--- src/rtl/dcache_controller.sv ---
// rtl/dcache_controller.sv - dcache control FSM; optional perf counters under DCACHE_PERF_COUNTERS_EN
module dcache_controller #(
    parameter int PERF_CNT_WIDTH = 32
) (
    input  logic                      clk,
    input  logic                      reset_n,
    input  logic                      pipe_req_valid,
    input  logic [1:0]                pipe_req_type,
    output logic                      pipe_req_fulfilled,
    output logic                      l2_req_valid,
    output logic                      l2_req_store,
    input  logic                      l2_req_fulfilled,
    input  logic                      valid_block_match,
    input  logic                      valid_dirty_bit,
    input  logic                      counter_done,
    output logic                      flush_mode,
    output logic                      load_mode,
    output logic                      perform_write,
    output logic                      set_selected_dirty_bit,
    output logic                      clear_selected_dirty_bit,
    output logic                      clear_selected_valid_bit,
    output logic                      finish_new_line_install,
    output logic                      set_new_l2_block_address,
    output logic                      use_dirty_tag_for_l2_block_address,
    output logic                      reset_counter,
    output logic                      decrement_counter
`ifdef DCACHE_PERF_COUNTERS_EN
    ,
    output logic [PERF_CNT_WIDTH-1:0] perf_hits,
    output logic [PERF_CNT_WIDTH-1:0] perf_misses,
    output logic [PERF_CNT_WIDTH-1:0] perf_wbacks
`endif
);

    typedef enum logic [1:0] {
        S_IDLE      = 2'd0,
        S_COMPARE   = 2'd1,
        S_WRITEBACK = 2'd2,
        S_ALLOCATE  = 2'd3
    } state_t;

    localparam logic [1:0] REQ_STORE   = 2'd1;
    localparam logic [1:0] REQ_CLFLUSH = 2'd2;

    state_t     state_q, state_d;
    logic [1:0] type_q, type_d;
    logic       is_store, is_flush;

    if (PERF_CNT_WIDTH < 1) begin : g_bad_width
        $error("PERF_CNT_WIDTH must be at least 1");
    end

    // The request type is captured on acceptance so a misbehaving pipe cannot redirect a burst.
    assign is_store = (type_q == REQ_STORE);
    assign is_flush = (type_q == REQ_CLFLUSH);

    // State and captured request type registers.
    always_ff @(posedge clk or negedge reset_n) begin
        if (!reset_n) begin
            state_q <= S_IDLE;
            type_q  <= 2'd0;
        end else begin
            state_q <= state_d;
            type_q  <= type_d;
        end
    end

    // Next-state and Mealy strobe decode.
    always_comb begin
        state_d                            = state_q;
        type_d                             = type_q;
        pipe_req_fulfilled                 = 1'b0;
        l2_req_valid                       = 1'b0;
        l2_req_store                       = 1'b0;
        flush_mode                         = 1'b0;
        load_mode                          = 1'b0;
        perform_write                      = 1'b0;
        set_selected_dirty_bit             = 1'b0;
        clear_selected_dirty_bit           = 1'b0;
        clear_selected_valid_bit           = 1'b0;
        finish_new_line_install            = 1'b0;
        set_new_l2_block_address           = 1'b0;
        use_dirty_tag_for_l2_block_address = 1'b0;
        reset_counter                      = 1'b0;
        decrement_counter                  = 1'b0;

        case (state_q)
            S_IDLE: begin
                if (pipe_req_valid) begin
                    type_d  = pipe_req_type;
                    state_d = S_COMPARE;
                end
            end

            S_COMPARE: begin
                if (is_flush) begin
                    if (valid_block_match && valid_dirty_bit) begin
                        // Dirty line must reach L2 before it can be dropped.
                        set_new_l2_block_address           = 1'b1;
                        use_dirty_tag_for_l2_block_address = 1'b1;
                        reset_counter                      = 1'b1;
                        state_d                            = S_WRITEBACK;
                    end else begin
                        clear_selected_valid_bit = valid_block_match;
                        pipe_req_fulfilled       = 1'b1;
                        state_d                  = S_IDLE;
                    end
                end else if (valid_block_match) begin
                    pipe_req_fulfilled     = 1'b1;
                    perform_write          = is_store;
                    set_selected_dirty_bit = is_store;
                    state_d                = S_IDLE;
                end else begin
                    set_new_l2_block_address = 1'b1;
                    reset_counter            = 1'b1;
                    if (valid_dirty_bit) begin
                        use_dirty_tag_for_l2_block_address = 1'b1;
                        state_d                            = S_WRITEBACK;
                    end else begin
                        // Invalidate now so an interrupted refill never leaves a half-filled valid line.
                        clear_selected_valid_bit = 1'b1;
                        state_d                  = S_ALLOCATE;
                    end
                end
            end

            S_WRITEBACK: begin
                flush_mode   = 1'b1;
                l2_req_valid = 1'b1;
                l2_req_store = 1'b1;
                if (l2_req_fulfilled) begin
                    if (!counter_done) begin
                        decrement_counter = 1'b1;
                    end else begin
                        clear_selected_dirty_bit = 1'b1;
                        clear_selected_valid_bit = 1'b1;
                        if (is_flush) begin
                            pipe_req_fulfilled = 1'b1;
                            state_d            = S_IDLE;
                        end else begin
                            set_new_l2_block_address = 1'b1;
                            reset_counter            = 1'b1;
                            state_d                  = S_ALLOCATE;
                        end
                    end
                end
            end

            S_ALLOCATE: begin
                load_mode    = 1'b1;
                l2_req_valid = 1'b1;
                if (l2_req_fulfilled) begin
                    perform_write = 1'b1;
                    if (!counter_done) begin
                        decrement_counter = 1'b1;
                    end else begin
                        // Line is complete; replay the request through COMPARE where it now hits.
                        finish_new_line_install = 1'b1;
                        state_d                 = S_COMPARE;
                    end
                end
            end

            default: state_d = S_IDLE;
        endcase
    end

`ifdef DCACHE_PERF_COUNTERS_EN
    logic                      replay_q;
    logic [PERF_CNT_WIDTH-1:0] perf_hits_q, perf_misses_q, perf_wbacks_q;
    logic                      hit_ev, miss_ev, wback_ev;

    assign hit_ev   = (state_q == S_COMPARE) && !is_flush && valid_block_match && !replay_q;
    assign miss_ev  = (state_q == S_COMPARE) && !is_flush && !valid_block_match;
    assign wback_ev = (state_q == S_COMPARE) && (state_d == S_WRITEBACK);

    // Replay flag marks the COMPARE that follows a refill so its hit is not counted.
    always_ff @(posedge clk or negedge reset_n) begin
        if (!reset_n) begin
            replay_q <= 1'b0;
        end else if (state_q == S_ALLOCATE && state_d == S_COMPARE) begin
            replay_q <= 1'b1;
        end else if (state_q == S_COMPARE) begin
            replay_q <= 1'b0;
        end
    end

    // Saturating event counters.
    always_ff @(posedge clk or negedge reset_n) begin
        if (!reset_n) begin
            perf_hits_q   <= '0;
            perf_misses_q <= '0;
            perf_wbacks_q <= '0;
        end else begin
            if (hit_ev && perf_hits_q != '1)     perf_hits_q   <= perf_hits_q + 1'b1;
            if (miss_ev && perf_misses_q != '1)  perf_misses_q <= perf_misses_q + 1'b1;
            if (wback_ev && perf_wbacks_q != '1) perf_wbacks_q <= perf_wbacks_q + 1'b1;
        end
    end

    assign perf_hits   = perf_hits_q;
    assign perf_misses = perf_misses_q;
    assign perf_wbacks = perf_wbacks_q;
`endif

endmodule

--- config.mk ---
export PLATFORM = sky130hd
export DESIGN_NAME = dcache_controller
export DESIGN_NICKNAME = d
export VERILOG_FILES = /design/src/rtl/dcache_controller.sv
export SDC_FILE = /design/constraint.sdc
export NUM_CORES = 1
export LEC_CHECK = 0
export ABC_CLOCK_PERIOD_IN_PS = 3640
export CELL_PAD_IN_SITES_DETAIL_PLACEMENT = 1
export CELL_PAD_IN_SITES_GLOBAL_PLACEMENT = 1
export CORE_AREA = 2 2 43 45
export CTS_CLUSTER_DIAMETER = 60
export DETAILED_ROUTE_END_ITERATION = 7
export DIE_AREA = 0 0 45 47
export GPL_ROUTABILITY_DRIVEN = 0
export PLACE_DENSITY_LB_ADDON = 0.1
export SLEW_MARGIN = 20
export SYNTH_ARGS = -nofsm -noshare
export SYNTH_HDL_FRONTEND = slang
export SYNTH_SLANG_ARGS = --single-unit
export TNS_END_PERCENT = 20
--- constraint.sdc ---
create_clock -name clk -period 3.64 [get_ports clk]
set_input_delay 0.546 -clock clk [delete_from_list [all_inputs] [get_ports clk]]
set_output_delay 0.546 -clock clk [all_outputs]
set_load 0.02 [all_outputs]
==> results by stage <==
Finish:
- The synthesis-to-layout area growth is 59.2%.
- The share of layout cells above drive strength 1 is approximately 14%.
- The final instance area is between 600 and 700 um^2.
- 0 antenna diodes ended up in the layout.
- The layout net count is 85.

Power and ir drop:
- The worst-case vdd ir drop is 414 uV.
- The share of total power dissipated in combinational logic is around 75%.
- The fraction of power consumed by the clock network is under 10%.
- Sequential cells burn about 16% of the power.
- The leakage component of the power is ~0.29 nW.
- The fraction of power spent switching nets is about 45%.
- The internal power is slightly above 0.0003 W.
- The switching component of the power is ~0.00025 W.
- The power density over the cells is 844 nW/um^2.

Floorplan:
- The horizontal die dimension is 45 um.
- The number of primary I/O pins is 23.
- The initial utilization of the core area, before any placement, comes to approximately a quarter.
- The overall die height is 47 um.
- In this run the core area contains 15 standard-cell rows.
- The die covers 2120 um^2.
- The area of the core region is between 1500 and 2000 um^2.

Worst setup path:
- The cell type group with the largest total delay on the critical path is buffers and inverters.
- Of all nets on the critical path, the largest fanout is 6.
- The maximum single-stage delay on the critical path is between 0.6 and 0.7 ns.
- The required time at the worst-slack endpoint is roughly 3 ns.
- The endpoint arrival time on the critical path is about 2.4 ns.
- By startpoint and endpoint, the worst setup path is classified as primary input to output pin.
- The signal on the critical path passes through clkdlybuf4s50_1 -> nor2b_2 -> nor2_1 -> o32a_4 -> a21oi_2 -> clkdlybuf4s50_1.
- The startpoint kind of the worst setup timing path is a primary input.
- The critical path's slowest cell is sky130_fd_sc_hd__clkdlybuf4s50_1.
- STA classifies the critical path endpoint as an output pin.
- The cell with the most instances on the worst path is sky130_fd_sc_hd__clkdlybuf4s50_1.
- The number of buffers and inverters on the critical path is 2.

Synthesis:
- Counting flops with a built-in enable in the synthesized netlist gives 0.
- The portion of synthesized cell area occupied by the leading cell type is between 20% and 30%.
- The proportion of synthesized area in mux cells is between 5 and 6%.
- Of all cell types, the one taking the most synthesized area is sky130_fd_sc_hd__dfrtp_1.
- The number of storage elements in the synthesis netlist is 4.
- Summing the areas of all compound-gate instances in the mapped netlist gives 24.1% of the synthesized area.
- By area, the combinational part of the netlist is dominated by simple AND/OR/NAND/NOR gates.
- After Yosys synthesis, and, or, nand and nor cells account for 25.6% of the synthesized area.
- The synthesized area is 420 um^2.
- The cell count after synthesis came out at 47.
- By count the netlist is led by sky130_fd_sc_hd__dfrtp_1 (4), sky130_fd_sc_hd__ha_1 (4), sky130_fd_sc_hd__inv_1 (4), sky130_fd_sc_hd__nand2_1 (4), sky130_fd_sc_hd__nor2_1 (4).
- The post-synthesis average cell area is 8.94 um^2.
- Yosys attributes the largest share of cell area to sky130_fd_sc_hd__dfrtp_1 (24%), sky130_fd_sc_hd__ha_1 (12%), sky130_fd_sc_hd__a21oi_2 (6.2%), sky130_fd_sc_hd__o32a_4 (5.4%), sky130_fd_sc_hd__and3_1 (4.5%).
- The number of synthesis warnings is 0.
- The share of flip-flops with an asynchronous set or reset is between 90% and 100%.
- The net count of the mapped netlist is 60.
- The xor and xnor fraction of the mapped netlist area is 2.08%.
- Sequential elements use 23.8% of the synthesized area.
- The adder-cell share of the synthesized area is between 10% and 20%.
- Synthesis instantiated 26 different standard cells from the library.
- The most used flip-flop cell after synthesis is sky130_fd_sc_hd__dfrtp_1.

Detailed routing:
- The count of TritonRoute iterations in the first routing pass is 2.
- The detailed router finished its first iteration with 4 violations.
- Dividing the detail-routed wire length by the instance count gives around 13 um.
- The number of remaining DRC errors is 0.
- The final wirelength is 1090 um.
- The average vias per placed instance is approximately 5.1.
- The number of antenna-violating nets in the routed design is 0.
- The via count is approximately 440.

Global route:
- The total overflow left after global routing is 0.
- Entering global routing, the biggest net connects 8 pins.
- The met1 capacity usage during global routing is 12.0%.
- The initial antenna violation count is 0.
- The met2 layer usage reported by global route is 22.3%.
- The busiest layer in global routing is met2.
- The combined global-route utilization of all metal layers is between 10% and 20%.
- The number of global-route vias before repair was around 450.
- Global routing used roughly 5.4% of the available met3 tracks.
- The global-route wire length before repair is between 1500 and 2000 um.

Timing:
- Setup total negative slack on the finished layout was measured at 0 ns.
- The total count of hold-check failures in the final report is 0.
- The number of setup violations in the final report is 0.
- Based on the critical path, the design can be clocked at up to roughly 350 MHz.
- The largest clock skew in the final design is about 0.0026 ns.
- The minimum period implied by the final worst setup slack is approximately 2.9 ns.
- The number of pins with negative max-slew slack in the final report is 0.
- For the pin with the worst max-slew slack, the measured transition is about 0.23 ns.
- Setup repair after global routing left no endpoint under its margin.
- Of the available clock period, the critical path in the final layout requires a little under 80%.
- The normalized max-slew margin is 84.6%.

Placement:
- Port buffering added 22 buffers.
- The post-detailed-placement cell area is ~650 um^2.
- The HPWL after detailed placement is 924 um.

Clock tree:
- CTS built an H-tree with a depth of 1.
- For this design, the sink count on the clock tree is 4.
- TritonCTS built the clock tree.
- For the worst-skew pair, the clock arrives at the later sink with an insertion delay of 0.23 ns.
- After clock tree synthesis, the repair step resized 0 gates.
- The post-CTS setup-driven buffer insertion count is 0.
- After clock tree synthesis, the clock-pin slew on the worst setup and hold paths is ~0.040 ns.
- TritonCTS created 3 clock buffers.
- The maximum number of buffers from clock root to sink is 2.
- The cts-stage hold buffer count is 0.
- The clock tree root driver cell is sky130_fd_sc_hd__clkbuf_4.

Hold path:
- The tightest min-delay check is of the primary input to async pin type.

Status:
- The flow ran to the end, and the final reports show no timing, DRC or antenna violations.

Job:
- The tool flagged a number of max-cap violations equal to 0.
metrics by stage:
step	cells	utilization (%)	total power (W)	worst slack (ns)	hold slack [ns]
2_1_floorplan	47	-	0.000373	1.43	0.250
3_3_place_gp	84	39.2	0.000519	0.765	0.530
3_5_place_dp	84	39.2	0.000518	0.739	0.536
4_1_cts	87	40.5	0.000576	0.737	0.512
5_1_grt	87	40.5	0.000613	0.639	0.519
6_report	87	40.5	0.000565	0.743	0.515
final timing paths:
check	from	slack, ns	depth (start not counted)	to
worst max-delay path	valid_block_match	0.74	6	set_new_l2_block_address
worst min-delay path	reset_n	0.52	1	state_q[0]
worst max register to register	state_q[0]	2.01	6	state_q[0]
worst min register to register	type_q[0]	0.54	1	type_q[0]
max in group asynchronous	reset_n	2.96	1	type_q[1]
min in group clk	type_q[0]	0.54	1	type_q[0]
registers in the layout, summed over array words and instances (netlist names):
| signal | count |
|---|---|
| state_q | 2 |
| type_q | 2 |
layout make-up:
type / count / area [um^2]
fillers: 196 / 982
multi-input cells: 37 / 290
repair buffers: 22 / 220
flip-flops and latches: 4 / 100
clock buffers: 3 / 22.5
well taps: 17 / 21.3
inverters: 4 / 15.0
kinds of logic (layout without fill, tap and decap cells):
family	after synthesis	after routing
adder cells (fa/ha/maj)	4	4
AND/OR/NAND/NOR	18	18
XOR/XNOR	1	1
multiplexers	2	2
AO/OA/AOI/OAI	12	12
buffers and inverters	6	29
flip-flops	4	4
power by group through the flow:
stage,clock [W],combinational (W),sequential (W)
after detailed placement,0,0.000428,0.0000901
final,0.0000530,0.000423,0.0000887
after floorplan,0,0.000289,0.0000845
after global placement,0,0.000429,0.0000905
after CTS,0.0000558,0.000430,0.0000896
after global routing,0.0000595,0.000460,0.0000937
routing by layer:
metal	up-vias	wire, um	share of wire, %
li1	213	-	-
met1	207	452	41
met2	21	538	49
met3	0	102	9.3
met4	0	0	0
met5	-	0	0
cell usage in the layout (no fill, tap or decap), drive strengths merged, types with 2 or more instances in the layout:
cell type / count
nand2: 4
nor2b: 2
clkdlybuf4s50: 22
and3: 3
mux2: 2
ha: 4
nor2: 4
inv: 4
a21oi: 5
clkbuf: 3
dfrtp: 4
Power figures use the tool's default switching activity.
